### config.mk
export PLATFORM = sky130hd
export DESIGN_NAME = inst_fetcher
export DESIGN_NICKNAME = d
export VERILOG_FILES = /design/src/rtl/inst_fetcher_pkg.sv /design/src/rtl/inst_queue.sv /design/src/rtl/inst_fetcher.sv
export SDC_FILE = /design/constraint.sdc
export NUM_CORES = 1
export LEC_CHECK = 0
export CAP_MARGIN = 5
export CORE_MARGIN = 1.5
export CORE_UTILIZATION = 40
export CTS_BUF_LIST = sky130_fd_sc_hd__clkbuf_8
export CTS_CLUSTER_DIAMETER = 50
export DETAILED_ROUTE_END_ITERATION = 12
export MAX_ROUTING_LAYER = met4
export PLACE_DENSITY = 0.61
export SYNTH_ARGS = -nofsm -noshare
export SYNTH_HDL_FRONTEND = slang
export SYNTH_SLANG_ARGS = --single-unit
### constraint.sdc
create_clock -name clk -period 7.7 [get_ports clk]
set_input_delay 0.77 -clock clk [delete_from_list [all_inputs] [get_ports clk]]
set_output_delay 0.77 -clock clk [all_outputs]
set_load 0.05 [all_outputs]
### src/rtl/inst_fetcher_pkg.sv
// Shared widths, constants and the instruction-queue entry layout for the fetch stage.
package inst_fetcher_pkg;

  localparam int unsigned DATA_WIDTH = 32;
  localparam logic [DATA_WIDTH-1:0] ZERO_DATA = '0;
  localparam logic TRUE  = 1'b1;
  localparam logic FALSE = 1'b0;

  typedef struct packed {
    logic [DATA_WIDTH-1:0] inst;
    logic [DATA_WIDTH-1:0] pc;
    logic                  taken;
  } queue_entry_t;

  localparam int unsigned INST_QUEUE_WIDTH = $bits(queue_entry_t);

endpackage

### src/rtl/inst_queue.sv
// Synchronous FIFO holding fetched instructions; flush empties it in one cycle.
module inst_queue
  import inst_fetcher_pkg::*;
#(
  parameter int unsigned Depth = 8,
  parameter int unsigned Width = INST_QUEUE_WIDTH
) (
  input  logic                   clk_i,
  input  logic                   rst_ni,
  input  logic                   push_i,
  input  logic                   pop_i,
  input  logic                   flush_i,
  input  logic [Width-1:0]       wdata_i,
  output logic [Width-1:0]       rdata_o,
  output logic                   empty_o,
  output logic                   full_o,
  output logic [$clog2(Depth):0] count_o
);

  localparam int unsigned PtrW = $clog2(Depth);
  localparam int unsigned CntW = PtrW + 1;
  localparam logic [CntW-1:0] DepthCnt = CntW'(Depth);

  logic [Width-1:0] mem_q [Depth];
  logic [PtrW-1:0]  wptr_q, rptr_q;
  logic [CntW-1:0]  count_q;
  logic             push_ok, pop_ok;

  assign empty_o = (count_q == '0);
  assign full_o  = (count_q == DepthCnt);
  assign count_o = count_q;
  assign rdata_o = mem_q[rptr_q];

  assign pop_ok  = pop_i && !empty_o;
  assign push_ok = push_i && (!full_o || pop_ok);

  // Pointers wrap naturally because Depth is a power of two.
  always_ff @(posedge clk_i) begin
    if (!rst_ni || flush_i) begin
      wptr_q  <= '0;
      rptr_q  <= '0;
      count_q <= '0;
    end else begin
      if (push_ok) wptr_q <= wptr_q + PtrW'(1);
      if (pop_ok)  rptr_q <= rptr_q + PtrW'(1);
      if (push_ok && !pop_ok) count_q <= count_q + CntW'(1);
      else if (pop_ok && !push_ok) count_q <= count_q - CntW'(1);
    end
  end

  always_ff @(posedge clk_i) begin
    if (rst_ni && !flush_i && push_ok) mem_q[wptr_q] <= wdata_i;
  end

endmodule

### src/rtl/inst_fetcher.sv
// Fetch stage: one outstanding memory read at a time, result reported to pc, then queued
// with its prediction bit for the decoder. Rollback flushes everything in flight.
module inst_fetcher
  import inst_fetcher_pkg::*;
#(
  parameter int unsigned QUEUE_DEPTH = 8
) (
  input  logic                  clk,
  input  logic                  rst,
  input  logic                  ena,
  input  logic                  in_rollback,
  input  logic [DATA_WIDTH-1:0] in_pc_next_pc,
  input  logic                  in_pc_next_taken,
  output logic                  out_pc_fetcher_ena,
  output logic [DATA_WIDTH-1:0] out_pc_last_pc,
  output logic [DATA_WIDTH-1:0] out_pc_last_inst,
  output logic                  out_mem_req,
  output logic [DATA_WIDTH-1:0] out_mem_addr,
  input  logic                  in_mem_ready,
  input  logic [DATA_WIDTH-1:0] in_mem_data,
  output logic                  out_inst_valid,
  output logic [DATA_WIDTH-1:0] out_inst,
  output logic [DATA_WIDTH-1:0] out_inst_pc,
  output logic                  out_inst_taken,
  input  logic                  in_decoder_ready
);

  localparam int unsigned CntW = $clog2(QUEUE_DEPTH) + 1;
  localparam logic [CntW-1:0] DepthCnt = CntW'(QUEUE_DEPTH);

  typedef enum logic [1:0] {StIssue, StWait, StSettle} state_e;

  state_e                state_q, state_d;
  logic                  mem_req_q, mem_req_d;
  logic [DATA_WIDTH-1:0] mem_addr_q, mem_addr_d;
  logic                  fetcher_ena_q, fetcher_ena_d;
  logic [DATA_WIDTH-1:0] last_pc_q, last_pc_d;
  logic [DATA_WIDTH-1:0] last_inst_q, last_inst_d;

  logic                  q_push, q_pop, q_flush, q_empty, q_full;
  logic [CntW-1:0]       q_count;
  queue_entry_t          push_entry, head_entry;
  logic [INST_QUEUE_WIDTH-1:0] q_rdata;

  assign push_entry = '{inst: last_inst_q, pc: last_pc_q, taken: in_pc_next_taken};
  assign head_entry = queue_entry_t'(q_rdata);

  always_comb begin
    state_d       = state_q;
    mem_req_d     = mem_req_q;
    mem_addr_d    = mem_addr_q;
    fetcher_ena_d = fetcher_ena_q;
    last_pc_d     = last_pc_q;
    last_inst_d   = last_inst_q;
    q_push        = FALSE;
    q_pop         = FALSE;
    q_flush       = FALSE;

    if (in_rollback) begin
      q_flush       = TRUE;
      mem_req_d     = FALSE;
      fetcher_ena_d = FALSE;
      state_d       = StIssue;
    end else if (ena) begin
      q_pop = !q_empty && in_decoder_ready;
      unique case (state_q)
        StIssue: begin
          // Reserving a slot here means the push two states later cannot overflow.
          if (q_count < DepthCnt) begin
            mem_req_d  = TRUE;
            mem_addr_d = in_pc_next_pc;
            state_d    = StWait;
          end
        end
        StWait: begin
          if (in_mem_ready) begin
            mem_req_d     = FALSE;
            last_pc_d     = mem_addr_q;
            last_inst_d   = in_mem_data;
            fetcher_ena_d = TRUE;
            state_d       = StSettle;
          end
        end
        StSettle: begin
          // pc presents the prediction for last_pc during this cycle.
          q_push        = !q_full || q_pop;
          fetcher_ena_d = FALSE;
          state_d       = StIssue;
        end
        default: state_d = StIssue;
      endcase
    end
  end

  always_ff @(posedge clk) begin
    if (!rst) begin
      state_q       <= StIssue;
      mem_req_q     <= FALSE;
      mem_addr_q    <= ZERO_DATA;
      fetcher_ena_q <= FALSE;
      last_pc_q     <= ZERO_DATA;
      last_inst_q   <= ZERO_DATA;
    end else begin
      state_q       <= state_d;
      mem_req_q     <= mem_req_d;
      mem_addr_q    <= mem_addr_d;
      fetcher_ena_q <= fetcher_ena_d;
      last_pc_q     <= last_pc_d;
      last_inst_q   <= last_inst_d;
    end
  end

  inst_queue #(
    .Depth(QUEUE_DEPTH),
    .Width(INST_QUEUE_WIDTH)
  ) u_inst_queue (
    .clk_i  (clk),
    .rst_ni (rst),
    .push_i (q_push),
    .pop_i  (q_pop),
    .flush_i(q_flush),
    .wdata_i(push_entry),
    .rdata_o(q_rdata),
    .empty_o(q_empty),
    .full_o (q_full),
    .count_o(q_count)
  );

  assign out_pc_fetcher_ena = fetcher_ena_q;
  assign out_pc_last_pc     = last_pc_q;
  assign out_pc_last_inst   = last_inst_q;
  assign out_mem_req        = mem_req_q;
  assign out_mem_addr       = mem_addr_q;

  // Head fields read as zero while empty so stale storage never leaks out.
  assign out_inst_valid = !q_empty;
  assign out_inst       = q_empty ? ZERO_DATA : head_entry.inst;
  assign out_inst_pc    = q_empty ? ZERO_DATA : head_entry.pc;
  assign out_inst_taken = q_empty ? FALSE : head_entry.taken;

endmodule

Word level (Yosys, flattened, before mapping)
Memory sizes are Yosys's and may differ from the RTL's. A register that Yosys moved wholly into a read port is not among the register bits. Index checks and enable logic that the tools add are counted.

Input bits: 71. Flip-flop bits (word level): 110. Memories kept: 1. Bits in writable memories: 520. Output and inout bits: 164.

Memories: u_inst_queue.mem_q (words 8, width 65, rd ports 1, clocked after memory_dff 1, write ports 1, RTL line inst_queue.sv:24) `logic [Width-1:0] mem_q [Depth];`.

Mux-type cells: 23. Magnitude comparators: 1. Equal/unequal tests: 5. Add/sub/neg operators: 4. Reduce and logical (&&, ||, !) cells: 27. Bitwise operators: 2.

Operators with widths (number): $mux W32 (2); $mux W1 (12); $reduce_and A4 Y1 (3); $mux W4 (2); $logic_and A1 B1 Y1 (7); $add A3 B1 Y3 const B (2); $logic_not A1 Y1 (6); $mux W3 (2); $reduce_and A3 Y1 (2); $reduce_bool A2 Y1 (3); $add A4 B1 Y4 const B (1); $eq A4 B4 Y1 const B (1); $logic_not A4 Y1 (1); $lt A4 B4 Y1 const B (1); $mux W2 (2); $ne A2 B2 Y1 const B (2); $pmux W1 S2 (2); $pmux W2 S2 (1); $sub A4 B1 Y4 const B (1); $logic_or A1 B1 Y1 (3); $eq A2 B1 Y1 const B (1); $eq A2 B2 Y1 const B (1); $logic_not A2 Y1 (1); $not A1 Y1 (2); $reduce_or A2 Y1 (1).

Depth between registers and ports, before layout
Gate-level depths: netlist of run 1.

Depth in word-level cells: 12. Gate-level depth with buffers: 11. Depth with buffers taken out: 11.

Hierarchy
Synthesis of run 1 repeated with hierarchy kept, for this count alone.

Cells, all modules: 1314. Area, all modules: 24524.8 um^2.

Modules (own cells, without submodules): inst_queue (cells each 829, seq. area each 15875.2 um^2, area each 20178.1 um^2, times used 1); inst_fetcher (cells each 485, seq. area each 2001.9 um^2, area each 4346.7 um^2, times used 1).

Worst setup path after synthesis of run 1
Ideal clock, no wire load.

Path kind: input to register. From: input in_rollback. To: memory u_inst_queue.mem_q[3][0] (netlist bit) (enable). Arrival: 5.840 ns. Setup slack: 1.292 ns. Buffers on the path: 0. Cell stages on the path: 4. Path through: and4bb_2 -> o21a_1 -> nand2_1 -> nor3_1.

Longest elaborated chain between the ends: 7. Elaborated cells on any way between the ends: 11.

RTL lines: from (decl) (RTL line inst_fetcher.sv:11) `input logic in_rollback,`; $mux W1 (RTL line inst_fetcher.sv:59) `if (in_rollback) begin`; $logic_and A1 B1 Y1 (RTL line inst_queue.sv:34) `assign pop_ok = pop_i && !empty_o;`; $logic_or A1 B1 Y1 (RTL line inst_queue.sv:35) `assign push_ok = push_i && (!full_o || pop_ok);`; $logic_and A1 B1 Y1 * (RTL line inst_queue.sv:35); net u_inst_queue.push_ok (RTL line inst_queue.sv:27) `logic push_ok, pop_ok;`; $logic_and A1 B1 Y1 * (RTL line inst_queue.sv:52) `if (rst_ni && !flush_i && push_ok) mem_q[wptr_q] <= wdata_i;`; $mux W1 * (RTL line inst_queue.sv:52); $mux W1 (not written as such) * (RTL line inst_queue.sv:52); to (decl) (RTL line inst_queue.sv:24).

Mark *: on every way through the listed nets, which the timed path passes. The rest lies on a longest branch.

==> impl_summary.txt, run 1 <==
----------------------------------------------------
[Clock tree]
  TritonCTS clock tree ... yes
  Clk Latency, worst-skew pair ... between 0.6 and 0.7 ns
  Sinks on the clock net ... 633
  Post_cts resized ... 0
  Number of buffers created by CTS ... between 100 and 150
  CTS HTree Levels ... 3
  Post-CTS Setup Repair Bufs ... 0
  CTS clk-pin slew, worst paths ... approximately 0.060 ns
  Clock root buffer ... sky130_fd_sc_hd__clkbuf_8
  Hold buffer count at cts ... 0
  Number of buffers between clock root and the deepest sink ... 3

[Floorplanning]
  Number of ports placed on the die boundary ... about 240
  Initial standard-cell utilization of the core ... between 40% and 50%
  Number of placement rows ... 89
  Core footprint ... 0.0594 mm2
  Width of the die ... between 200 and 250 um
  Die ar. ... ~0.062 mm2
  Die H ... between 200 and 250 um

[Timing]
  Slew Limit Headroom ... roughly a quarter
  Total setup violations reported at the end of the flow ... 0
  Least setup slack across all paths after layout ... just under 3 ns
  Max Clk Rate ... 0.208 GHz
  Skew final ... about 0.035 ns
  Number of hold violations in the final report ... 0
  Setup TNS ... 0 ns
  Worst-margin pin slew ... roughly 1.1 ns
  Time the final worst path needs with I/O delays and setup ... a little under 5 ns
  Share of the cycle needed by the critical path after routing ... roughly 63%
  Max-slew violations ... 0
  Setup repair after global routing missed its margin ... no

[Yosys]
  Cell area after technology mapping ... around 0.024 mm2
  Gate Count Post-Synth ... between 1k and 1.5k
  Proportion of synthesized chip area in sequential cells ... between 70% and 80%
  Count of warnings emitted by yosys ... 0
  Flip-flop and latch count after synthesis ... ~630
  Mean post-synth cell area ... around 18 um2
  Net count after synthesis ... approximately 1.4k
  Number of distinct library cells after synthesis ... 40

[Global routing]
  Aggregate global routing overflow ... 0
  Number of antenna violations at the first check in global routing ... 1
  Via count of the first global-routing pass ... approximately 14k
  Global-route wire length before repair ... roughly 83 mm
  Largest net degree at the start of global routing ... 100
  Overall global routing resource usage ... 18.2%

[Setup path]
  Critical path type ... reg2out
  Cell breakdown of the critical path ... buf_12, mux4_2, mux2i_1, nor2_1, clkdlybuf4s50_1
  Number of logic stages on the critical path including buffering ... 5
  Cell family with most CP delay ... buffers and inverters
  Arr. time, crit path ... 4.05 ns
  Flop-to-flop setup slack ... roughly 3.6 ns
  Launch instance of the worst register-to-register path ... u_inst_queue.count_o[0]
  Cell type of the slowest stage on the worst timing path ... sky130_fd_sc_hd__dfxtp_4
  CP max stage delay ... 1.00 ns
  Critical Path Start Type ... flip-flop
  Crit-path max FO ... just over 80
  Capturing element of the worst setup path ... out_inst_pc[1]
  Worst r2r path cells ... 12
  Type of element capturing the critical path ... primary output
  WP data required ... between 6 and 7 ns
  Capturing point of the worst reg2reg path ... u_inst_queue.count_o[3]
  Critical path buffer and inverter count ... 2

[Pwr]
  Static Leakage ... about 9.6 nW
  Power density normalized to cell area ... ~230 mW/mm2
  Peak supply drop ... between 0.1 and 0.15 mV
  Power, Total ... around 6.7 mW

[Cells and area]
  Share of post-route cells with drive strength above 1 ... a little under a fifth
  Top library cells by usage in the layout, fill and taps aside ... sky130_fd_sc_hd__edfxtp_1, sky130_fd_sc_hd__clkdlybuf4s50_1, sky130_fd_sc_hd__nand2_1
  Number of inserted filler cells in the final layout ... ~4.9k
  Final net count ... 1708
  Layout overhead on the synthesized area ... 21.5%
  Commonest non-fill, non-tap cell in the layout ... sky130_fd_sc_hd__edfxtp_1

[Detailed routing]
  Starting DRT DRC Count ... 805
  Wirelength, routed ... 54.1 mm
  Vias ... roughly 13k
  Count of TritonRoute iterations in the first routing pass ... 5
  Average via count per standard cell ... between 5 and 6
  Final antenna-violating net count ... 0
  Remaining routing DRC violations ... 0
  Detail-routed net length per standard cell ... roughly 22 um

[Place]
  Final weighted congestion of routability-driven global placement ... around 0.75
  Setup Slack @ Placement ... 3.41 ns
  # port buffers ... around 230
  Detail Placement HPWL ... 29.3 mm

[Run status]
  Outcome ... complete, no violations

[Min path]
  Worst min-delay path category ... reg2reg

[Job]
  Max-cap viol count ... 0

----------------------------------------------------
-- synthesized netlist by cell type --
library cell	n	area share [%]
sky130_fd_sc_hd__a211o_1	1	0.036
sky130_fd_sc_hd__a211oi_1	1	0.031
sky130_fd_sc_hd__a21boi_0	6	0.19
sky130_fd_sc_hd__a21boi_1	90	2.8
sky130_fd_sc_hd__a21oi_1	8	0.17
sky130_fd_sc_hd__a31o_2	1	0.036
sky130_fd_sc_hd__and2b_1	1	0.031
sky130_fd_sc_hd__and4_1	1	0.036
sky130_fd_sc_hd__and4b_1	1	0.041
sky130_fd_sc_hd__and4bb_2	1	0.052
sky130_fd_sc_hd__buf_1	2	0.031
sky130_fd_sc_hd__buf_2	37	0.77
sky130_fd_sc_hd__buf_4	7	0.22
sky130_fd_sc_hd__buf_6	14	0.65
sky130_fd_sc_hd__clkbuf_1	19	0.30
sky130_fd_sc_hd__dfxtp_1	113	9.4
sky130_fd_sc_hd__edfxtp_1	520	65
sky130_fd_sc_hd__fa_1	1	0.083
sky130_fd_sc_hd__ha_1	5	0.26
sky130_fd_sc_hd__inv_1	5	0.078
sky130_fd_sc_hd__mux2_2	1	0.047
sky130_fd_sc_hd__mux2i_1	68	2.8
sky130_fd_sc_hd__mux4_2	130	12
sky130_fd_sc_hd__nand2_1	195	3.0
sky130_fd_sc_hd__nand2b_1	7	0.18
sky130_fd_sc_hd__nand3_1	4	0.083
sky130_fd_sc_hd__nand3_2	1	0.041
sky130_fd_sc_hd__nand3b_1	1	0.031
sky130_fd_sc_hd__nand4b_1	1	0.036
sky130_fd_sc_hd__nor2_1	85	1.3
sky130_fd_sc_hd__nor3_1	5	0.10
sky130_fd_sc_hd__nor4_2	1	0.052
sky130_fd_sc_hd__o211ai_1	1	0.031
sky130_fd_sc_hd__o21a_1	1	0.031
sky130_fd_sc_hd__o22ai_1	1	0.026
sky130_fd_sc_hd__or3_1	1	0.026
sky130_fd_sc_hd__or3b_2	1	0.036
sky130_fd_sc_hd__or4_1	1	0.031
sky130_fd_sc_hd__xnor2_1	2	0.073
sky130_fd_sc_hd__xor2_1	3	0.11
-- cell families (layout without fill, tap and decap cells) --
family	after synthesis	after routing	synth area share [%]
fa+ha+maj	6	6	0.342
flops	633	633	74.0
simple gates	307	307	5.13
xor+xnor	5	5	0.181
other cells	0	1	0
mux	199	199	15.0
buf+inv	84	463	2.04
compound gates	110	110	3.34
-- layout make-up --
cell class                      instances  area, um2  area share (%)
Multi-Input combinational cell        627       5860            20.0
Inverter                                5       18.8          0.0639
Clock inverter                         81        453            1.54
Clock buffer                          118       1620            5.53
Sequential cell                       633      17900            60.9
Timing Repair Buffer                  259       2540            8.65
Tap cell                              773        967            3.29
Antenna cell                            1       2.50         0.00852
-- worst min-delay path by stage --
stage                                 from                     end  slack [ns]  cells past startpoint
floorplan           u_inst_queue.wptr_q[0]  u_inst_queue.wptr_q[0]        0.48                      2
global placement          out_mem_addr[15]      out_pc_last_pc[15]        0.45                      2
detailed placement        out_mem_addr[19]      out_pc_last_pc[19]        0.46                      2
CTS                       out_mem_addr[19]      out_pc_last_pc[19]        0.47                      2
global route              out_mem_addr[23]        out_mem_addr[23]        0.49                      2
finish                    out_mem_addr[19]      out_pc_last_pc[19]        0.47                      2
-- metal layers --
| layer | part of all wire [%] | global-route usage, % | routed length (um) | up-vias |
|---|---|---|---|---|
| met5 | 0 | - | 0 | - |
| met4 | 1.7 | 5.73 | 930 | 0 |
| met3 | 4.3 | 3.23 | 2340 | 73 |
| met2 | 51 | 30.2 | 27500 | 288 |
| met1 | 43 | 22.8 | 23300 | 6638 |
| li1 | - | - | - | 5770 |
-- worst reg2reg max path, stage by stage, from the launching register on --
cell                       delay, ns
sky130_fd_sc_hd__dfxtp_1        0.35
sky130_fd_sc_hd__or3_1          0.46
sky130_fd_sc_hd__nor2_4         0.78
sky130_fd_sc_hd__buf_4          0.70
sky130_fd_sc_hd__inv_1          0.23
sky130_fd_sc_hd__nand3_2        0.16
sky130_fd_sc_hd__ha_1           0.18
sky130_fd_sc_hd__inv_1          0.09
sky130_fd_sc_hd__ha_1           0.34
sky130_fd_sc_hd__a21oi_1        0.10
sky130_fd_sc_hd__a211o_1        0.31
sky130_fd_sc_hd__a211oi_1       0.20
sky130_fd_sc_hd__a31o_2         0.14
-- metrics by stage --
step / utilization (%) / instance area (um2) / hold slack (ns) / cells
final: 49.5 / 29400 / 0.469 / 2497
after global routing: 49.5 / 29400 / 0.490 / 2497
after CTS: 49.5 / 29400 / 0.470 / 2496
after detailed placement: 46.0 / 27300 / 0.462 / 2297
after global placement: 46.0 / 27300 / 0.453 / 2297
after floorplan: - / 24200 / 0.475 / 1344
-- flip-flops by register name (all words and copies together) (netlist names), named ones only --
| name | cells |
|---|---|
| out_mem_addr | 32 |
| out_mem_req | 1 |
| out_pc_last_pc | 32 |
| out_pc_fetcher_ena | 1 |
| u_inst_queue.count_o | 4 |
| u_inst_queue.rptr_q | 3 |
| u_inst_queue.mem_q | 520 |
| state_q | 2 |
| u_inst_queue.wptr_q | 3 |
| out_pc_last_inst | 32 |
-- power by group --
group | internal, mW | switching, mW | total (mW)
logic | 0.0654 | 0.0795 | 0.145
registers | 3.67 | 0.0126 | 3.68
clock network | 1.54 | 1.30 | 2.84
(Power assumes the default switching activity.)
==> inputs of run 2 (changes only) <==
Clock period 7.7 ns to 4.8 ns, I/O delays scaled along.
==> run 2 against run 1 <==
  * Worst hold slack got worse by 0.20 ns
  * Critical path type unchanged
  * Combinational power is 59% higher
  * Clock power is 57% higher
  * Final area hardly changed
  * Register-to-register slack got worse by 1.6 ns
  * Core utilization about the same
  * Wire length shrank 1.1%
  * Power grew 59%
==> impl_summary.txt, run 2 (same netlist as run 1, synthesis figures left out) <==
----------------------------------------------------
[Detailed routing]
  Count of TritonRoute iterations in the first routing pass ... 5 (unchanged)
  Detail-routed net length per standard cell ... 21.4 um (-1.0%)
  Average via count per standard cell ... 5.15 (+0.73%)
  Final antenna-violating net count ... 0 (unchanged)
  Starting DRT DRC Count ... 710 (-12%)
  Remaining routing DRC violations ... 0 (unchanged)
  Wirelength, routed ... 53.4 mm (-1.1%)
  Vias ... 12.8k (+0.61%)

[Global routing]
  Global-route wire length before repair ... 82.1 mm (-0.48%)
  Largest net degree at the start of global routing ... 131 (+31%)
  Via count of the first global-routing pass ... 13.5k (-0.66%)
  Overall global routing resource usage ... 18.0% (-0.24 points)
  Aggregate global routing overflow ... 0 (unchanged)
  Number of antenna violations at the first check in global routing ... 1 (unchanged)

[Place]
  Final weighted congestion of routability-driven global placement ... 0.757 (+0.93%)
  # port buffers ... 234 (unchanged)
  DP Cell Count ... 2304 (+0.30%)
  Detail Placement HPWL ... 30.3 mm (+3.4%)

[Pwr]
  Share of total power in combinational logic ... 2.2% (about the same)
  Cell internal pwr ... 8.39 mW (+59%)
  Static Leakage ... 9.63 nW (about the same)
  Peak supply drop ... 0.184 mV (+68%)
  Clock share of power ... 42.1% (-0.5 points)
  Switching part of the total power ... 20.7% (-0.17 points)
  Power, Total ... 10.6 mW (+59%)
  Power density normalized to cell area ... 360 mW/mm2 (+59%)
  Net switching power of the design ... 2.19 mW (+58%)
  Fraction of power consumed by sequential logic ... 55.7% (+0.5 points)

[Setup path]
  Critical path buffer and inverter count ... 2 (unchanged)
  Cell family with most CP delay ... buffers and inverters
  CP max stage delay ... 0.74 ns (-0.26 ns)
  Cell breakdown of the critical path ... buf_12, mux4_2, mux2i_1, nor2_1, clkdlybuf4s50_1
  Critical path type ... reg2out
  Worst r2r path cells ... 5 (-7)
  Launch instance of the worst register-to-register path ... state_q[1]
  Arr. time, crit path ... 3.52 ns (-0.53 ns)
  Critical Path Start Type ... flip-flop
  WP data required ... 4.32 ns (-2.61 ns)
  Flop-to-flop setup slack ... 2.05 ns (-1.55 ns)
  Cell type of the slowest stage on the worst timing path ... sky130_fd_sc_hd__clkdlybuf4s50_1
  Type of element capturing the critical path ... primary output
  Crit-path max FO ... 42 (-49%)
  Capturing point of the worst reg2reg path ... u_inst_queue.mem_q[0][7]

[Floorplanning]
  Die ar. ... 0.0619 mm2 (unchanged)
  Core footprint ... 0.0594 mm2 (unchanged)
  Die H ... 249 um (unchanged)
  Number of placement rows ... 89 (unchanged)
  Initial standard-cell utilization of the core ... 40.7% (unchanged)
  Number of ports placed on the die boundary ... 235 (unchanged)
  Width of the die ... 249 um (unchanged)

[Timing]
  Setup TNS ... 0 ns (unchanged)
  Setup repair after global routing missed its margin ... no
  Skew final ... 0.0286 ns (-0.00613 ns)
  Total setup violations reported at the end of the flow ... 0 (unchanged)
  Max Clk Rate ... between 0.2 and 0.3 GHz
  Worst-margin pin slew ... 0.885 ns (-0.224 ns)
  Share of the cycle needed by the critical path after routing ... 83.3%
  Slew Limit Headroom ... 41.0% (+15 points)
  Time the final worst path needs with I/O delays and setup ... ~4 ns
  Max-slew violations ... 0 (unchanged)
  Number of hold violations in the final report ... 0 (unchanged)

[Clock tree]
  Clock root buffer ... sky130_fd_sc_hd__clkbuf_8
  TritonCTS clock tree ... yes
  Post_cts resized ... 0 (unchanged)
  Sinks on the clock net ... 633 (unchanged)
  Number of buffers between clock root and the deepest sink ... 3 (unchanged)
  Number of buffers created by CTS ... 103 (-1.9%)
  Hold buffer count at cts ... 0 (unchanged)
  CTS HTree Levels ... 3 (unchanged)
  Post-CTS Setup Repair Bufs ... 0 (unchanged)
  CTS clk-pin slew, worst paths ... 0.06 ns (about the same)
  Clk Latency, worst-skew pair ... 0.68 ns (about the same)

[Min path]
  Hold path startpoint ... rst
  Worst Hold Endpoint ... out_pc_last_pc[4]
  Worst min-delay path category ... in2reg
  Cell depth of the worst hold path ... 2 (unchanged)

[Cells and area]
  Top library cells by usage in the layout, fill and taps aside ... sky130_fd_sc_hd__edfxtp_1, sky130_fd_sc_hd__clkdlybuf4s50_1, sky130_fd_sc_hd__nand2_1
  Largest register FFs ... 520 (unchanged)
  Register ranked first by flip-flop count ... u_inst_queue.mem_q
  Final net count ... 1713 (+0.29%)
  Final Non-Filler Cells ... 2494 (-0.12%)
  Share of post-route cells with drive strength above 1 ... 18.0% (-0.027 points)
  Commonest non-fill, non-tap cell in the layout ... sky130_fd_sc_hd__edfxtp_1
  Layout overhead on the synthesized area ... 21.6% (about the same)

[Job]
  Max-cap viol count ... 0 (unchanged)

[Run status]
  Outcome ... complete, no violations

----------------------------------------------------
==> run 2: cell count changes in the layout (fill, tap and decap cells not counted), sizes merged <==
cell | before | now
inv | 52 | 50
clkbuf | 118 | 112
clkinv | 29 | 24
bufinv | 4 | 5
buf | 26 | 33
clkinvlp | 1 | 3
==> run 2: power by group through the flow <==
stage          clock network, mW  registers (mW)  logic [mW]
6_report                    4.46            5.90       0.230
5_1_grt                     4.82            5.90       0.244
4_1_cts                     4.58            5.90       0.233
3_5_place_dp                   0            6.01       0.231
3_3_place_gp                   0            6.01       0.230
2_1_floorplan                  0            6.07      0.0668
==> run 2: routing by layer <==
metal | global-route usage, % | vias to the layer above | part of all wire (%)
met3 | 3.97 | 83 | 5.7
met5 | - | - | 0
met1 | 23.2 | 6662 | 44
met4 | 6.15 | 0 | 2.2
met2 | 28.2 | 320 | 48
li1 | - | 5782 | -
==> run 2: how the worst max path moves through the flow <==
stage                           start                       end  slack (ns)  cells after the start
after floorplan           in_rollback  u_inst_queue.mem_q[3][0]       -1.32                      4
after global placement      flip-flop           out_inst_pc[31]        1.40                      5
after detailed placement    flip-flop           out_inst_pc[31]        1.43                      5
after CTS                   flip-flop           out_inst_pc[31]        0.68                      5
after global routing        flip-flop            out_inst_pc[4]        0.54                      5
final                       flip-flop               out_inst[0]        0.80                      5
==> run 2: area by class of cell <==
class	count	area, um2
Fill cell	4953	30000
Clock inverter	77	449
Inverter	5	18.8
Sequential cell	633	17900
Clock buffer	112	1540
Timing Repair Buffer	266	2630
Multi-Input combinational cell	627	5870
Antenna cell	1	2.50
Tap cell	773	967
==> run 2: through the flow <==
step	setup slack, ns	util [%]	area (um2)	hold WS [ns]
after CTS	0.683	49.5	29400	0.203
after global routing	0.542	49.5	29400	0.232
after detailed placement	1.43	46.1	27400	0.462
after floorplan	-1.32	-	24200	0.475
after global placement	1.40	46.1	27400	0.452
final	0.802	49.5	29400	0.265
==> inputs of run 3 (changes only) <==
Clock period 4.8 ns to 3.7 ns, I/O delays scaled along.
==> run 3 against run 2 <==
  * Die area did not move
  * Final area up 0.59%
  * Sequential share of layout area shrank 0.36 points
  * Wire length increased by 2.7%
  * Setup slack got worse by 0.68 ns
  * Sequential cell count stayed put
  * Worst hold slack lost 0.049 ns
  * Non-clock buffer count shrank 3
  * Register-to-register slack worse by 1.3 ns
  * Clock skew rose by 0.0051 ns
  * Global-route usage up 0.55 points
  * Clock power increased by 29%
==> impl_summary.txt, run 3 (same netlist as run 1, synthesis figures left out) <==
----------------------------------------------------
[Run status]
  Outcome ... complete, no violations

[Clock tree]
  CTS clk-pin slew, worst paths ... 0.06 ns (about the same)
  Post-CTS Setup Repair Bufs ... 0 (unchanged)
  Clk Latency, worst-skew pair ... 0.70 ns (+0.02 ns)
  Post_cts resized ... 0 (unchanged)
  Number of buffers created by CTS ... 106 (+2.9%)
  Sinks on the clock net ... 633 (unchanged)
  Clock root buffer ... sky130_fd_sc_hd__clkbuf_8
  Number of buffers between clock root and the deepest sink ... 3 (unchanged)
  CTS HTree Levels ... 3 (unchanged)
  Hold buffer count at cts ... 0 (unchanged)
  TritonCTS clock tree ... yes

[Timing]
  Max Clk Rate ... approximately 0.28 GHz
  Setup repair after global routing missed its margin ... no
  Share of the cycle needed by the critical path after routing ... approximately 97%
  Setup TNS ... 0 ns (unchanged)
  Skew final ... 0.0337 ns (+0.00510 ns)
  Max-slew violations ... 0 (unchanged)
  Worst-margin pin slew ... 1.07 ns (+0.185 ns)
  Time the final worst path needs with I/O delays and setup ... around 3.6 ns
  Number of hold violations in the final report ... 0 (unchanged)
  Slew Limit Headroom ... 28.6% (-12 points)
  Total setup violations reported at the end of the flow ... 0 (unchanged)

[Detailed routing]
  Detail-routed net length per standard cell ... 21.9 um (+2.3%)
  Final antenna-violating net count ... 0 (unchanged)
  Count of TritonRoute iterations in the first routing pass ... 5 (unchanged)
  Remaining routing DRC violations ... 0 (unchanged)
  Starting DRT DRC Count ... 867 (+22%)
  Vias ... 12.8k (-0.32%)
  Average via count per standard cell ... 5.12 (-0.68%)
  Wirelength, routed ... 54.9 mm (+2.7%)

[Setup path]
  WP data required ... 3.33 ns (-0.99 ns)
  Type of element capturing the critical path ... primary output
  Critical Path Start Type ... flip-flop
  Crit-path max FO ... 56 (+33%)
  Worst r2r path cells ... 12 (+7)
  Arr. time, crit path ... 3.21 ns (-0.31 ns)
  Critical path type ... reg2out

[Cells and area]
  Core utilization of the finished layout ... 49.8% (+0.29 points)
  Commonest non-fill, non-tap cell in the layout ... sky130_fd_sc_hd__edfxtp_1
  Top library cells by usage in the layout, fill and taps aside ... sky130_fd_sc_hd__edfxtp_1, sky130_fd_sc_hd__clkdlybuf4s50_1, sky130_fd_sc_hd__nand2_1
  Largest register FFs ... 520 (unchanged)
  Final Non-Filler Cells ... 2503 (+0.36%)
  Register ranked first by flip-flop count ... u_inst_queue.mem_q
  Final net count ... 1713 (unchanged)
  Share of post-route cells with drive strength above 1 ... 18.6% (+0.56 points)
  Layout overhead on the synthesized area ... 22.3%

[Floorplanning]
  Die H ... 249 um (unchanged)
  Core footprint ... 0.0594 mm2 (unchanged)
  Number of ports placed on the die boundary ... 235 (unchanged)
  Width of the die ... 249 um (unchanged)
  Initial standard-cell utilization of the core ... 40.7% (unchanged)
  Die ar. ... 0.0619 mm2 (unchanged)
  Number of placement rows ... 89 (unchanged)

[Job]
  Max-cap viol count ... 0 (unchanged)

[Place]
  Final weighted congestion of routability-driven global placement ... 0.773 (+2.1%)
  # port buffers ... 234 (unchanged)
  Detail Placement HPWL ... 30.3 mm (about the same)
  DP Cell Count ... 2301 (-0.13%)

[Global routing]
  Global-route wire length before repair ... 83.7 mm (+1.9%)
  Number of antenna violations at the first check in global routing ... 3 (+2)
  Via count of the first global-routing pass ... 13.6k (+0.76%)
  Aggregate global routing overflow ... 0 (unchanged)
  Largest net degree at the start of global routing ... 97 (-26%)
  Overall global routing resource usage ... 18.5% (+0.55 points)

[Pwr]
  Peak supply drop ... 0.230 mV (+25%)
  Power, Total ... 13.7 mW (+30%)
  Static Leakage ... 9.64 nW (about the same)
  Power density normalized to cell area ... 464 mW/mm2 (+29%)

[Min path]
  Worst min-delay path category ... in2reg
  Cell depth of the worst hold path ... 3 (+1)

----------------------------------------------------
## run 3: critical path: stages (launching register included)
cell,delay [ns]
sky130_fd_sc_hd__dfxtp_4,0.39
sky130_fd_sc_hd__buf_16,0.38
sky130_fd_sc_hd__mux4_2,0.57
sky130_fd_sc_hd__mux2i_1,0.37
sky130_fd_sc_hd__nor2_1,0.08
sky130_fd_sc_hd__clkdlybuf4s50_1,0.73
## run 3: power by group
part	switching [mW]	total [mW]	internal [mW]
clock network	2.75	5.76	3.00
logic	0.166	0.303	0.137
registers	0.0264	7.66	7.63
## run 3: path summary, 6_finish.rpt
| kind | start | slack, ns | to |
|---|---|---|---|
| setup / recovery | flip-flop | 0.12 | out_inst_pc[27] |
| hold / removal | in_pc_next_pc[23] | 0.22 | out_mem_addr[23] |
| setup reg to reg | u_inst_queue.count_o[0] | 0.79 | u_inst_queue.count_o[3] |
| hold reg to reg | out_mem_addr[26] | 0.47 | out_pc_last_pc[26] |
## run 3: through the flow
stage               hold slack (ns)  cell area [um2]  setup slack (ns)
global placement              0.456            27500             0.790
finish                        0.216            29500             0.123
floorplan                     0.469            24200            -0.552
detailed placement            0.463            27500             0.759
global route                  0.191            29500            0.0256
CTS                           0.154            29500            0.0481
## run 3: per-layer routing
metal / share of wire, % / vias up / track usage (%)
met5: 0 / - / -
met4: 1.8 / 0 / 5.78
met3: 5.6 / 67 / 3.87
met2: 49 / 344 / 29.5
met1: 44 / 6601 / 23.9
li1: - / 5794 / -
## run 3: area by class of cell
class / count / area, um2
diodes: 3 / 7.51
clock buffers: 111 / 1530
clock inverters: 88 / 468
fillers: 4915 / 29800
inverters: 5 / 18.8
multi-input cells: 627 / 5890
flip-flops and latches: 633 / 17900
well taps: 773 / 967
repair buffers: 263 / 2780
